==> src/rtl/scalar_alu_arbiter.sv <==
// ============================================================================
// Module   : scalar_alu_arbiter
// Brief    : Round-robin, lockable two-requester issue pipeline for the
//            shared scalar ALU; registered operands out, tagged result back.
// Revision : 1.0 - initial release
// ============================================================================
`default_nettype none

module scalar_alu_arbiter #(
    parameter int N = 32
) (
    input  logic         clk,
    input  logic         rst,
    input  logic         i_stall,

    input  logic         i_req0_valid,
    output logic         o_req0_ready,
    input  logic         i_req0_lock,
    input  logic [N-1:0] i_req0_a,
    input  logic [N-1:0] i_req0_b,
    input  logic [1:0]   i_req0_op,

    input  logic         i_req1_valid,
    output logic         o_req1_ready,
    input  logic         i_req1_lock,
    input  logic [N-1:0] i_req1_a,
    input  logic [N-1:0] i_req1_b,
    input  logic [1:0]   i_req1_op,

    output logic [N-1:0] o_alu_a,
    output logic [N-1:0] o_alu_b,
    output logic [1:0]   o_alu_ctrl,
    input  logic [N-1:0] i_alu_res,
    input  logic [3:0]   i_alu_flags,

    output logic         o_resp_valid,
    output logic         o_resp_id,
    output logic [N-1:0] o_resp_res,
    output logic [3:0]   o_resp_flags,
    output logic         o_busy
);

    typedef enum logic [1:0] {
        ST_ARB   = 2'd0,
        ST_LOCK0 = 2'd1,
        ST_LOCK1 = 2'd2
    } state_t;

    state_t       r_st;
    state_t       w_st_nxt;
    logic         r_prio;

    logic         w_gnt0;
    logic         w_gnt1;
    logic         w_hs0;
    logic         w_hs1;
    logic         w_hs;

    logic         r_s1_v;
    logic         r_s1_id;
    logic [N-1:0] r_alu_a;
    logic [N-1:0] r_alu_b;
    logic [1:0]   r_alu_ctrl;

    logic         r_resp_valid;
    logic         r_resp_id;
    logic [N-1:0] r_resp_res;
    logic [3:0]   r_resp_flags;

    logic [N-1:0] w_sel_a;
    logic [N-1:0] w_sel_b;
    logic [1:0]   w_sel_op;

    // ------------------------------------------------------------------------
    // Grant: a grant is only offered to a requester that is presenting a
    // request, so ready doubles as "this requester wins this cycle".
    // ------------------------------------------------------------------------
    always_comb begin
        w_gnt0 = 1'b0;
        w_gnt1 = 1'b0;
        if (!i_stall) begin
            case (r_st)
                ST_LOCK0: w_gnt0 = i_req0_valid;
                ST_LOCK1: w_gnt1 = i_req1_valid;
                default: begin
                    if (i_req0_valid && i_req1_valid) begin
                        w_gnt0 = ~r_prio;
                        w_gnt1 = r_prio;
                    end else begin
                        w_gnt0 = i_req0_valid;
                        w_gnt1 = i_req1_valid;
                    end
                end
            endcase
        end
    end

    assign o_req0_ready = w_gnt0 & ~rst;
    assign o_req1_ready = w_gnt1 & ~rst;

    assign w_hs0 = i_req0_valid & o_req0_ready;
    assign w_hs1 = i_req1_valid & o_req1_ready;
    assign w_hs  = w_hs0 | w_hs1;

    // ------------------------------------------------------------------------
    // Lock tracking: a lock is released on any edge where its owner drops
    // lock, independent of stall or whether the owner is issuing.
    // ------------------------------------------------------------------------
    always_comb begin
        w_st_nxt = r_st;
        case (r_st)
            ST_ARB: begin
                if (w_hs0 && i_req0_lock) begin
                    w_st_nxt = ST_LOCK0;
                end else if (w_hs1 && i_req1_lock) begin
                    w_st_nxt = ST_LOCK1;
                end
            end
            ST_LOCK0: begin
                if (!i_req0_lock) begin
                    w_st_nxt = ST_ARB;
                end
            end
            ST_LOCK1: begin
                if (!i_req1_lock) begin
                    w_st_nxt = ST_ARB;
                end
            end
            default: w_st_nxt = ST_ARB;
        endcase
    end

    always_ff @(posedge clk or posedge rst) begin
        if (rst) begin
            r_st <= ST_ARB;
        end else begin
            r_st <= w_st_nxt;
        end
    end

    always_ff @(posedge clk or posedge rst) begin
        if (rst) begin
            r_prio <= 1'b0;
        end else if (w_hs0) begin
            r_prio <= 1'b1;
        end else if (w_hs1) begin
            r_prio <= 1'b0;
        end
    end

    // ------------------------------------------------------------------------
    // Stage 1: operand registers feeding the ALU directly.
    // ------------------------------------------------------------------------
    assign w_sel_a  = w_hs1 ? i_req1_a  : i_req0_a;
    assign w_sel_b  = w_hs1 ? i_req1_b  : i_req0_b;
    assign w_sel_op = w_hs1 ? i_req1_op : i_req0_op;

    always_ff @(posedge clk or posedge rst) begin
        if (rst) begin
            r_s1_v     <= 1'b0;
            r_s1_id    <= 1'b0;
            r_alu_a    <= '0;
            r_alu_b    <= '0;
            r_alu_ctrl <= 2'b00;
        end else if (w_hs) begin
            r_s1_v     <= 1'b1;
            r_s1_id    <= w_hs1;
            r_alu_a    <= w_sel_a;
            r_alu_b    <= w_sel_b;
            r_alu_ctrl <= w_sel_op;
        end else begin
            r_s1_v     <= 1'b0;
        end
    end

    // ------------------------------------------------------------------------
    // Stage 2: capture the combinational ALU result; never back-pressured.
    // ------------------------------------------------------------------------
    always_ff @(posedge clk or posedge rst) begin
        if (rst) begin
            r_resp_valid <= 1'b0;
            r_resp_id    <= 1'b0;
            r_resp_res   <= '0;
            r_resp_flags <= 4'b0000;
        end else begin
            r_resp_valid <= r_s1_v;
            r_resp_id    <= r_s1_id;
            if (r_s1_v) begin
                r_resp_res   <= i_alu_res;
                r_resp_flags <= i_alu_flags;
            end
        end
    end

    assign o_alu_a      = r_alu_a;
    assign o_alu_b      = r_alu_b;
    assign o_alu_ctrl   = r_alu_ctrl;
    assign o_resp_valid = r_resp_valid;
    assign o_resp_id    = r_resp_id;
    assign o_resp_res   = r_resp_res;
    assign o_resp_flags = r_resp_flags;
    assign o_busy       = r_s1_v | r_resp_valid;

endmodule

`default_nettype wire

==> config.mk <==
export PLATFORM = sky130hd
export DESIGN_NAME = scalar_alu_arbiter
export DESIGN_NICKNAME = d
export VERILOG_FILES = /design/src/rtl/scalar_alu_arbiter.sv
export SDC_FILE = /design/constraint.sdc
export NUM_CORES = 1
export LEC_CHECK = 0
export ABC_AREA = 1
export CAP_MARGIN = 25
export CORE_MARGIN = 5
export CORE_UTILIZATION = 38
export CTS_CLUSTER_DIAMETER = 150
export DETAILED_ROUTE_END_ITERATION = 6
export PLACE_DENSITY = 0.81
export SYNTH_ARGS = -nofsm -noshare
export SYNTH_HDL_FRONTEND = slang
export SYNTH_SLANG_ARGS = --single-unit
==> constraint.sdc <==
create_clock -name clk -period 4.2 [get_ports clk]
set_clock_uncertainty 0.15 [all_clocks]
set_input_delay 0.63 -clock clk [delete_from_list [all_inputs] [get_ports clk]]
set_output_delay 0.63 -clock clk [all_outputs]
set_load 0.05 [all_outputs]
After elaboration in Yosys (flattened, before gate mapping)
Cells that the tools add are included.
Widths: inputs -> output; s select.
Word-level totals
  bits in registers: 109
  latch bits: 0
  bits in writable memories: 0
  bits in read-only memories: 0
  input port bits: 175
  output and inout port bits: 107
  logic and storage cells: 47
  memories: 0
Operators by class
  add/subtract/negate cells: 0
  multipliers: 0
  divide/modulo/power cells: 0
  magnitude comparators: 0
  eq/ne operators: 5
  shifts and indexed selects: 0
  mux-type cells: 17
  bitwise gates (word level): 8
  reductions and logical operators: 6
Operators by type and width (count)
  $mux 32: 2
  $mux 2: 5
  $mux 1: 7
  $pmux 2 s3: 1
  $and 1x1->1: 4
  $ne 2x2->1 const B: 2
  $pmux 1 s2: 2
  $logic_and 1x1->1: 3
  $ne 3x3->1 const B: 1
  $reduce_and 3->1: 1
  $eq 2x1->1 const B: 1
  $eq 2x2->1 const B: 1
  $logic_not 2->1: 1
  $not 1->1: 2
  $or 1x1->1: 2
  $reduce_bool 2->1: 1

Logic depth before layout (Yosys ltp)
Gate-level depths: netlist (run 1).
  depth in word-level cells: 10
  mapped depth: 11
  depth with buffers taken out: 10

Worst setup path after synthesis (run 1)
OpenSTA, ideal clock, no wires.
  path type: register -> output
  from: register r_st[0]
  to: output port o_req1_ready
  arrival: 1.481 ns
  path slack: 1.939 ns
  cell stages (with the launch flop): 9
  cells stage by stage: dfrtp_1 > inv_1 > ha_1 > inv_1 > nor2_1 > nor2_2 > nand2_2 > inv_2 > buf_2
On the way
  longest elaborated chain between the ends: 4
  elaborated cells on any way between the ends: 5
  those cells by class: eq/ne: 2; mux: 2; bitwise: 1
Ends and longest elaborated chain
  start, declared: line 49  | state_t r_st;
  start signal, assigned: line 137  | r_st <= w_st_nxt;
  $eq 2x2->1 / $eq 2x1->1 (equally long branches): line 82  | case (r_st)
  $pmux 1 s2 *: line 82
  $mux 1 *: line 81  | if (!i_stall) begin
  $and 1x1->1 *: line 99  | assign o_req1_ready = w_gnt1 & ~rst;
  end, declared: line 24  | output logic o_req1_ready,
Mark *: on every way between the ends. The rest lies on a longest branch, timed or not.

Worst setup path in the final report (run 1)
  from: input port rst
  to: output port o_req0_ready
On the way
  longest elaborated chain between the ends: 2
Ends and longest elaborated chain
  start, declared: line 13  | input logic rst,
  $not 1->1: line 98  | assign o_req0_ready = w_gnt0 & ~rst;
  $and 1x1->1: line 98
  end, declared: line 17  | output logic o_req0_ready,
Every way passes these cells.

==> results_dict.tcl, run 1 <==
set metrics [dict create \
    outcome "finished, final reports clean" \
    areaGrowthSynthToFinish_pct 67.4 \
    cp.arrival_ns 2.50 \
    diodes 0 \
    chipHeight_um 121 \
    grt_setup_unrepaired "false" \
    finalWorstSetupSlack_ns 0.922 \
    place_ws_ns 0.832 \
    io_buffer_count 281 \
    combPwrFrac_pct 59.2 \
    drtIter0Drc 320 \
    layout_commonest_cell "clkdlybuf4s50_1" \
    clk_pin_slew_worst_paths_ns 0.07 \
    clockRootBuffer "clkbuf_16" \
    vdd_drop_max_v 0.000387 \
    synth_fp_nets 738 \
    via_count 4838 \
    top_usage_layer "met2" \
    post_cts_resized 0 \
    dp_hpwl_mm 12.6 \
    drc 0 \
    fin_crit_sh_pct 78.0 \
    p_clk_share_pct 12.6 \
    cp.required_ns 3.42 \
    maxCapViolCount 0 \
    track_usage_pct 21.5 \
    clock_latency_ns 0.33 \
    synth_cell_type_count 20 \
    syn_area_um2 4710 \
    max_freq_mhz 305 \
    design_area_um2 7890 \
    grt.met2_usage_pct 37.7 \
    cts_setup_buffers 0 \
    final_core_utilization_pct 65.2 \
    antenna_found_initial 0 \
    grt_overflow 0 \
    p_switching_uw 3230 \
    die_w_um 121 \
    swShare_pct 49.6 \
    finalSetupViolations 0 \
    sequentialPowerShare_pct 28.2 \
    power_uw 6520 \
    cts_sinks 109 \
    gp_congestion 0.851 \
    tightest_slew_ns 0.964 \
    nets 1002 \
    syn_inst 560 \
    hp-class "reg -> reg" \
    grt_pass1_vias 4875 \
    slew_violations 0 \
    ctsLongestPathBuffers 2 \
    relSlewSlack_pct 35.4 \
    p_leak_uw 0.00348 \
    ys_seq_elements 109 \
    synth.avg_cell_area_um2 8.42 \
    grt_max_degree 70 \
    viasPerCell 4.86 \
    worstSetupPathType "in -> out" \
    cts_hold_buffers 0 \
    final.setup.tns_ns 0 \
    io_pins 282 \
    finalCriticalPeriod_ns 3.28 \
    endpoint_kind "output port" \
    yosysWarningCount 0 \
    routed_wl_mm 16.2 \
    mostFrequentLayoutCells "280 x clkdlybuf4s50_1, 251 x nand2_1, 109 x dfrtp_1" \
    postRouteAntennaNets 0 \
    grtUsageMet1_pct 25.1 \
    core_um2 12100 \
    ys_seq_area_share_pct 57.9 \
    grt_pass1_wl_mm 25.1 \
    cts_tree "yes" \
    fillerInstances 956 \
    initial_core_util_pct 38.9 \
    path_max_fanout 4 \
    r2r_setup_slack_ns 1.22 \
    register_area_um2 2730 \
    hold_viol 0 \
    drive_gt1_share_pct 3.14 \
    multi_input_area_um2 1750 \
    h-tree-depth 3 \
    p_int_uw 3290 \
    wl_per_cell_um 16.3 \
    rows 40 \
    placed_cell_area_um2 7610 \
    firstDrtPassIters 5 \
    dieArea_um2 14700 \
    p_per_area_nw_per_um2 826 \
    start_kind "input port" \
    cts_buffers 9 \
    use_met3_pct 6.99 \
]
-- power groups by stage --
stage,Sequential [uW],Clock (uW),Combinational (uW)
CTS,1840,845,3900
global placement,1820,0,3830
global route,1900,883,4060
detailed placement,1860,0,3890
floorplan,3510,0,777
finish,1840,822,3860
-- registers in the layout, summed over array words and instances, names as in the netlist, 2 cells and up --
register      flops
o_alu_a          32
o_resp_flags      4
o_alu_ctrl        2
o_resp_res       32
o_alu_b          32
r_st              2
-- cell families (layout without fill, tap and decap cells) --
| group | count (synthesis) | count (layout) | synth area share, % |
|---|---|---|---|
| buf+inv | 45 | 312 | 5.12 |
| compound gates | 68 | 68 | 8.97 |
| flops | 109 | 109 | 57.9 |
| simple gates | 335 | 335 | 27.3 |
| fa+ha+maj | 3 | 3 | 0.796 |
-- synthesized netlist by cell type --
cell / n / area (um^2)
inv_2: 1 / 3.75
a31oi_1: 66 / 413
nor2_1: 71 / 267
dfrtp_1: 109 / 2730
nor2_2: 1 / 6.26
ha_1: 3 / 37.5
nand2_4: 1 / 11.3
inv_1: 8 / 30.0
clkbuf_1: 10 / 37.5
buf_1: 1 / 3.75
nand2_1: 251 / 942
buf_4: 2 / 15.0
buf_2: 16 / 80.1
or2_2: 1 / 6.26
buf_6: 6 / 67.6
o21ai_0: 2 / 10.0
nand4_1: 1 / 6.26
clkinv_1: 1 / 3.75
nand2_2: 1 / 6.26
nand3_1: 8 / 40.0
-- per-layer routing --
metal | up-vias | share of wire (%)
li1 | 2326 | -
met1 | 2233 | 38
met2 | 258 | 50
met3 | 21 | 11
met4 | 0 | 1.6
met5 | - | 0
-- worst max-delay path: stages --
cell,delay (ns)
clkdlybuf4s50_1,0.46
nor2_1,0.16
nand2_1,0.07
nor2_1,0.12
nand2_1,0.15
inv_1,0.08
clkdlybuf4s50_1,0.82
-- area by class of cell --
type                       count  share of cell area, %
sequential                   109                   34.6
timing repair buffer         288                   36.6
tap                          168                   2.66
inverter                      10                  0.507
clock inverter                 2                  0.444
multi-input combinational    406                   22.1
clock buffer                  12                   3.12
-- path summary, 6_finish.rpt --
kind | from | to | cells after the start
setup / recovery | rst | o_req0_ready | 7
hold / removal | r_s1_id | o_resp_id | 0
setup reg to reg | r_st[0] | o_alu_b[31] | 10
hold reg to reg | r_s1_id | o_resp_id | 0
max in group asynchronous | rst | o_resp_res[5] | 3
min in group asynchronous | rst | o_alu_b[5] | 2
-- stage by stage --
step,instances,hold WS (ns)
floorplan,560,0.204
global placement,981,0.217
detailed placement,981,0.210
CTS,995,0.239
global route,995,0.257
finish,995,0.242
(Power assumes the default switching activity.)
==> run 2, diff against run 1 <==
==> constraint.sdc (replaced) <==
create_clock -name clk -period 3.37 [get_ports clk]
set_clock_uncertainty 0.15 [all_clocks]
set_input_delay 0.5055 -clock clk [delete_from_list [all_inputs] [get_ports clk]]
set_output_delay 0.5055 -clock clk [all_outputs]
set_load 0.05 [all_outputs]
==> results_dict.tcl, run 2 (synthesized netlist as in run 1, its figures left out) <==
set metrics [dict create \
    outcome "finished, final reports clean" \
    drc 0 \
    grt_pass1_wl_mm 24.7 \
    tightest_slew_ns 0.958 \
    chipHeight_um 121 \
    path_max_fanout 4 \
    mostFrequentLayoutCells "280 x clkdlybuf4s50_1, 251 x nand2_1, 109 x dfrtp_1" \
    p_per_area_nw_per_um2 1040 \
    relSlewSlack_pct 35.7 \
    critical_path.cell_chain "inv_1 > ha_1 > inv_1 > nor2_1 > nor2_1 > nand2_1 > inv_1 > clkdlybuf4s50_1" \
    drtIter0Drc 352 \
    holdWs_ns 0.245 \
    wl_per_cell_um 16.0 \
    firstDrtPassIters 4 \
    combPwrFrac_pct 58.5 \
    post_cts_resized 0 \
    finalSetupViolations 0 \
    hp-class "reg -> reg" \
    dp_cells 980 \
    clock_latency_ns 0.34 \
    drive_gt1_share_pct 3.50 \
    multi_input_area_um2 1750 \
    power_uw 8240 \
    maxCapViolCount 0 \
    die_w_um 121 \
    h-tree-depth 3 \
    cp.required_ns 2.71 \
    viasPerCell 4.80 \
    fin_crit_sh_pct 90.9 \
    dieArea_um2 14700 \
    cts_sinks 109 \
    slew_violations 0 \
    postRouteAntennaNets 0 \
    ctsLongestPathBuffers 2 \
    routed_wl_mm 15.9 \
    grt_pass1_vias 4888 \
    vdd_drop_max_v 0.000475 \
    fillerInstances 993 \
    grt_overflow 0 \
    cp_slowest_cell "clkdlybuf4s50_1" \
    clk_pin_slew_worst_paths_ns 0.07 \
    nets 1001 \
    track_usage_pct 21.1 \
    worstSetupPathType "reg -> out" \
    p_clk_share_pct 13.9 \
    path_common_cell "inv_1" \
    rows 40 \
    p_leak_uw 0.00350 \
    diodes 0 \
    final_cell_count_no_fill 996 \
    cts_tree "yes" \
    max_freq_mhz 326 \
    antenna_found_initial 0 \
    cts_setup_buffers 0 \
    grt_setup_unrepaired "false" \
    finalCriticalPeriod_ns 3.06 \
    final.setup.tns_ns 0 \
    p_int_uw 4190 \
    clockRootBuffer "clkbuf_16" \
    sequentialPowerShare_pct 27.6 \
    grt_max_degree 110 \
    hold_viol 0 \
    core_um2 12100 \
    areaGrowthSynthToFinish_pct 68.7 \
    swShare_pct 49.2 \
    final_core_utilization_pct 65.7 \
    p_switching_uw 4050 \
    cts_buffers 9 \
    cts_hold_buffers 0 \
    register_area_um2 2730 \
    endpoint_kind "output port" \
    gp_congestion 0.788 \
    dp_hpwl_mm 12.0 \
    io_pins 282 \
    max_stage_delay_ns 0.80 \
    cp.arrival_ns 2.41 \
    initial_core_util_pct 38.9 \
    start_kind "flop" \
    via_count 4781 \
    layout_commonest_cell "clkdlybuf4s50_1" \
    io_buffer_count 281 \
]
-- run 2: changes by cell type in the layout (fill, tap and decap cells not counted), sizes merged --
cell,delta
buf,-1
bufinv,+1
clkbuf,-2
clkinv,+2
clkinvlp,+2
inv,-1
-- run 2: per-layer routing --
layer	track usage, %	share of wire (%)
met2	36.4	50
met5	0	0
met4	6.72	1.7
met3	7.27	11
met1	24.7	37
-- run 2: final cells by class --
type                       count  share of cell area, %
clock buffer                  10                   3.00
multi-input combinational    406                   21.9
inverter                      10                  0.519
sequential                   109                   34.3
clock inverter                 6                   1.09
tap                          168                   2.64
timing repair buffer         287                   36.5
-- run 2: power by group through the flow --
| stage | clock (uW) | combinational (uW) | sequential (uW) |
|---|---|---|---|
| finish | 1140 | 4820 | 2280 |
| floorplan | 0 | 969 | 4370 |
| CTS | 1160 | 4860 | 2280 |
| global route | 1210 | 5070 | 2360 |
| global placement | 0 | 4780 | 2270 |
| detailed placement | 0 | 4850 | 2300 |
-- run 2: worst paths after layout --
kind	from	endpoint	slack, ns	cells past startpoint
min in group asynchronous	rst	o_resp_id	0.58	3
hold reg to reg	r_s1_id	o_resp_id	0.24	0
hold / removal	r_s1_id	o_resp_id	0.24	0
max in group asynchronous	rst	o_alu_a[0]	2.09	3
setup reg to reg	r_st[0]	o_alu_b[25]	0.92	10
setup / recovery	r_st[0]	o_req0_ready	0.31	8
-- run 2: stage by stage --
stage	instance area, um^2	setup slack (ns)
floorplan	4720	1.23
detailed placement	7630	0.388
global route	7960	0.133
global placement	7630	0.403
CTS	7960	0.293
finish	7960	0.307
-- run 2: critical path, delay by kind of cell, from the launching register on --
kind / cells / cell delay (ns)
adder cells (fa/ha/maj): 1 / 0.29
buffers and inverters: 4 / 1.08
flip-flops: 1 / 0.37
AND/OR/NAND/NOR: 3 / 0.33
==> run 3, diff against run 2 <==
--- a/config.mk
+++ b/config.mk
@@ -5,13 +5,13 @@
 export SDC_FILE = /design/constraint.sdc
 export NUM_CORES = 1
 export LEC_CHECK = 0
-export ABC_AREA = 1
+export ABC_AREA = 0
 export CAP_MARGIN = 25
 export CORE_MARGIN = 5
-export CORE_UTILIZATION = 38
+export CORE_UTILIZATION = 37
 export CTS_CLUSTER_DIAMETER = 150
 export DETAILED_ROUTE_END_ITERATION = 6
-export PLACE_DENSITY = 0.81
+export PLACE_DENSITY = 0.8
 export SYNTH_ARGS = -nofsm -noshare
 export SYNTH_HDL_FRONTEND = slang
 export SYNTH_SLANG_ARGS = --single-unit
==> results_dict.tcl, run 3 <==
set metrics [dict create \
    diodes 0 \
    rr_startpoint "r_st[0]" \
    gp_congestion 0.863 \
    post_cts_resized 0 \
    p_clk_share_pct 13.5 \
    finalCriticalPeriod_ns 2.69 \
    viasPerCell 4.94 \
    ys_seq_area_share_pct 58.9 \
    firstDrtPassIters 5 \
    finalSetupViolations 0 \
    combPwrFrac_pct 59.5 \
    grt_pass1_wl_mm 24.5 \
    p_int_uw 4470 \
    maxCapViolCount 0 \
    grt_overflow 0 \
    ctsLongestPathBuffers 2 \
    swShare_pct 48.4 \
    drive_gt1_share_pct 9.52 \
    synth.avg_cell_area_um2 9.82 \
    die_w_um 122 \
    mostFrequentLayoutCells "279 x clkdlybuf4s50_1, 133 x a21oi_1, 109 x dfrtp_1" \
    tightest_slew_ns 0.613 \
    cp_slowest_cell "or3b_1" \
    placed_cell_area_um2 7630 \
    drtIter0Drc 255 \
    p_switching_uw 4180 \
    synth_edf_count 0 \
    track_usage_pct 21.2 \
    design_area_um2 7970 \
    synth-main-ff-cell "dfrtp_1" \
    cts_hold_buffers 0 \
    relSlewSlack_pct 59.1 \
    synth_cell_type_count 25 \
    areaGrowthSynthToFinish_pct 71.9 \
    setup.worst_path.end "o_req1_ready" \
    cp.required_ns 2.71 \
    hold_viol 0 \
    dieArea_um2 14900 \
    outcome "finished, final reports clean" \
    clk_pin_slew_worst_paths_ns 0.07 \
    chipHeight_um 122 \
    cp.arrival_ns 2.03 \
    syn_inst 472 \
    cts_setup_buffers 0 \
    holdWs_ns 0.238 \
    final.setup.tns_ns 0 \
    hp-class "reg -> reg" \
    fin_crit_sh_pct 79.8 \
    cts_sinks 109 \
    startpoint "r_st[0]" \
    critical_path.cell_chain "inv_1 > ha_1 > or3b_1 > nand4_4 > inv_2 > buf_12" \
    grt_max_degree 110 \
    clockRootBuffer "clkbuf_16" \
    clock_latency_ns 0.34 \
    netlist.top_cell.by_area "dfrtp_1" \
    yosysWarningCount 0 \
    path_max_fanout 12 \
    max_stage_delay_ns 0.43 \
    layout_commonest_cell "clkdlybuf4s50_1" \
    postRouteAntennaNets 0 \
    slew_violations 0 \
    nets 919 \
    final_cell_count_no_fill 914 \
    cts_tree "yes" \
    final_core_utilization_pct 65.5 \
    antenna_found_initial 0 \
    ys_seq_elements 109 \
    grt_pass1_vias 4731 \
    routed_wl_mm 16.0 \
    drc 0 \
    max_freq_mhz 372 \
    sequentialPowerShare_pct 27.0 \
    synthArstFlopShare_pct 100 \
    yosysMostFrequentCell "a21oi_1" \
    via_count 4514 \
    dp_cells 898 \
    cts_buffers 9 \
    p_per_area_nw_per_um2 1090 \
    r2r_end "o_alu_a[23]" \
    dp_hpwl_mm 12.0 \
    vdd_drop_max_v 0.000538 \
    h-tree-depth 3 \
    core_um2 12200 \
    synth_fp_nets 650 \
    ys_top_cells_by_count "133 x a21oi_1, 109 x dfrtp_1, 72 x nand2_1, 66 x nor2_1, 36 x mux2_2" \
    grt_setup_unrepaired "false" \
    wl_per_cell_um 17.5 \
    ys_top_cells_by_area "dfrtp_1 59%, a21oi_1 14%, mux2_2 8.7%" \
    worstSetupPathType "reg -> out" \
    endpoint_kind "output port" \
    p_leak_uw 0.00339 \
    rr_worst_depth 7 \
    initial_core_util_pct 38.1 \
    r2r_setup_slack_ns 0.87 \
    io_buffer_count 281 \
    io_pins 282 \
    rows 40 \
    start_kind "flop" \
    synth_top_area_share_pct 58.9 \
    syn_area_um2 4630 \
]
[run 3: through the flow]
step	power, uW	setup slack (ns)
global route	9080	0.560
detailed placement	7540	0.658
finish	8650	0.681
global placement	7400	0.694
CTS	8730	0.651
floorplan	5620	0.954
[run 3: cells by family after synthesis]
group	share of synthesized area [%]
simple gates	12.8
compound gates	15.1
flops	58.9
buf+inv	3.65
mux	8.75
fa+ha+maj	0.810
[run 3: worst max-delay path: cells and delay by family, from the launching register on]
kind,cells,cell delay (ns)
adder cells (fa/ha/maj),1,0.34
AND/OR/NAND/NOR,2,0.63
buffers and inverters,3,0.33
flip-flops,1,0.38
[run 3: how the worst min path moves through the flow]
stage,startpoint,end,depth (start not counted)
after global routing,r_s1_id,o_resp_id,0
final,r_s1_id,o_resp_id,0
after CTS,r_s1_id,o_resp_id,0
after global placement,r_s1_id,o_resp_id,0
after detailed placement,r_s1_id,o_resp_id,0
after floorplan,r_s1_v,o_resp_valid,0
[run 3: area by class of cell]
class	instances	area (um^2)
clock buffer	11	253
clock inverter	5	82.6
inverter	6	26.3
sequential	109	2730
fill	956	4200
multi-input combinational	325	1750
timing repair buffer	290	2910
tap	168	210
[run 3: power by group through the flow]
stage	Clock (uW)	Sequential, uW	Combinational [uW]
after floorplan	0	4580	1040
after global placement	0	2310	5090
after detailed placement	0	2360	5180
after CTS	1200	2340	5190
after global routing	1250	2430	5400
final	1170	2340	5150
[run 3: metal layers]
layer / vias to the layer above / GRT usage [%] / part of all wire (%)
li1: 2117 / - / -
met1: 2138 / 23.2 / 36
met2: 226 / 37.3 / 51
met3: 33 / 7.06 / 10
met4: 0 / 9.52 / 3.1
met5: - / 0 / 0
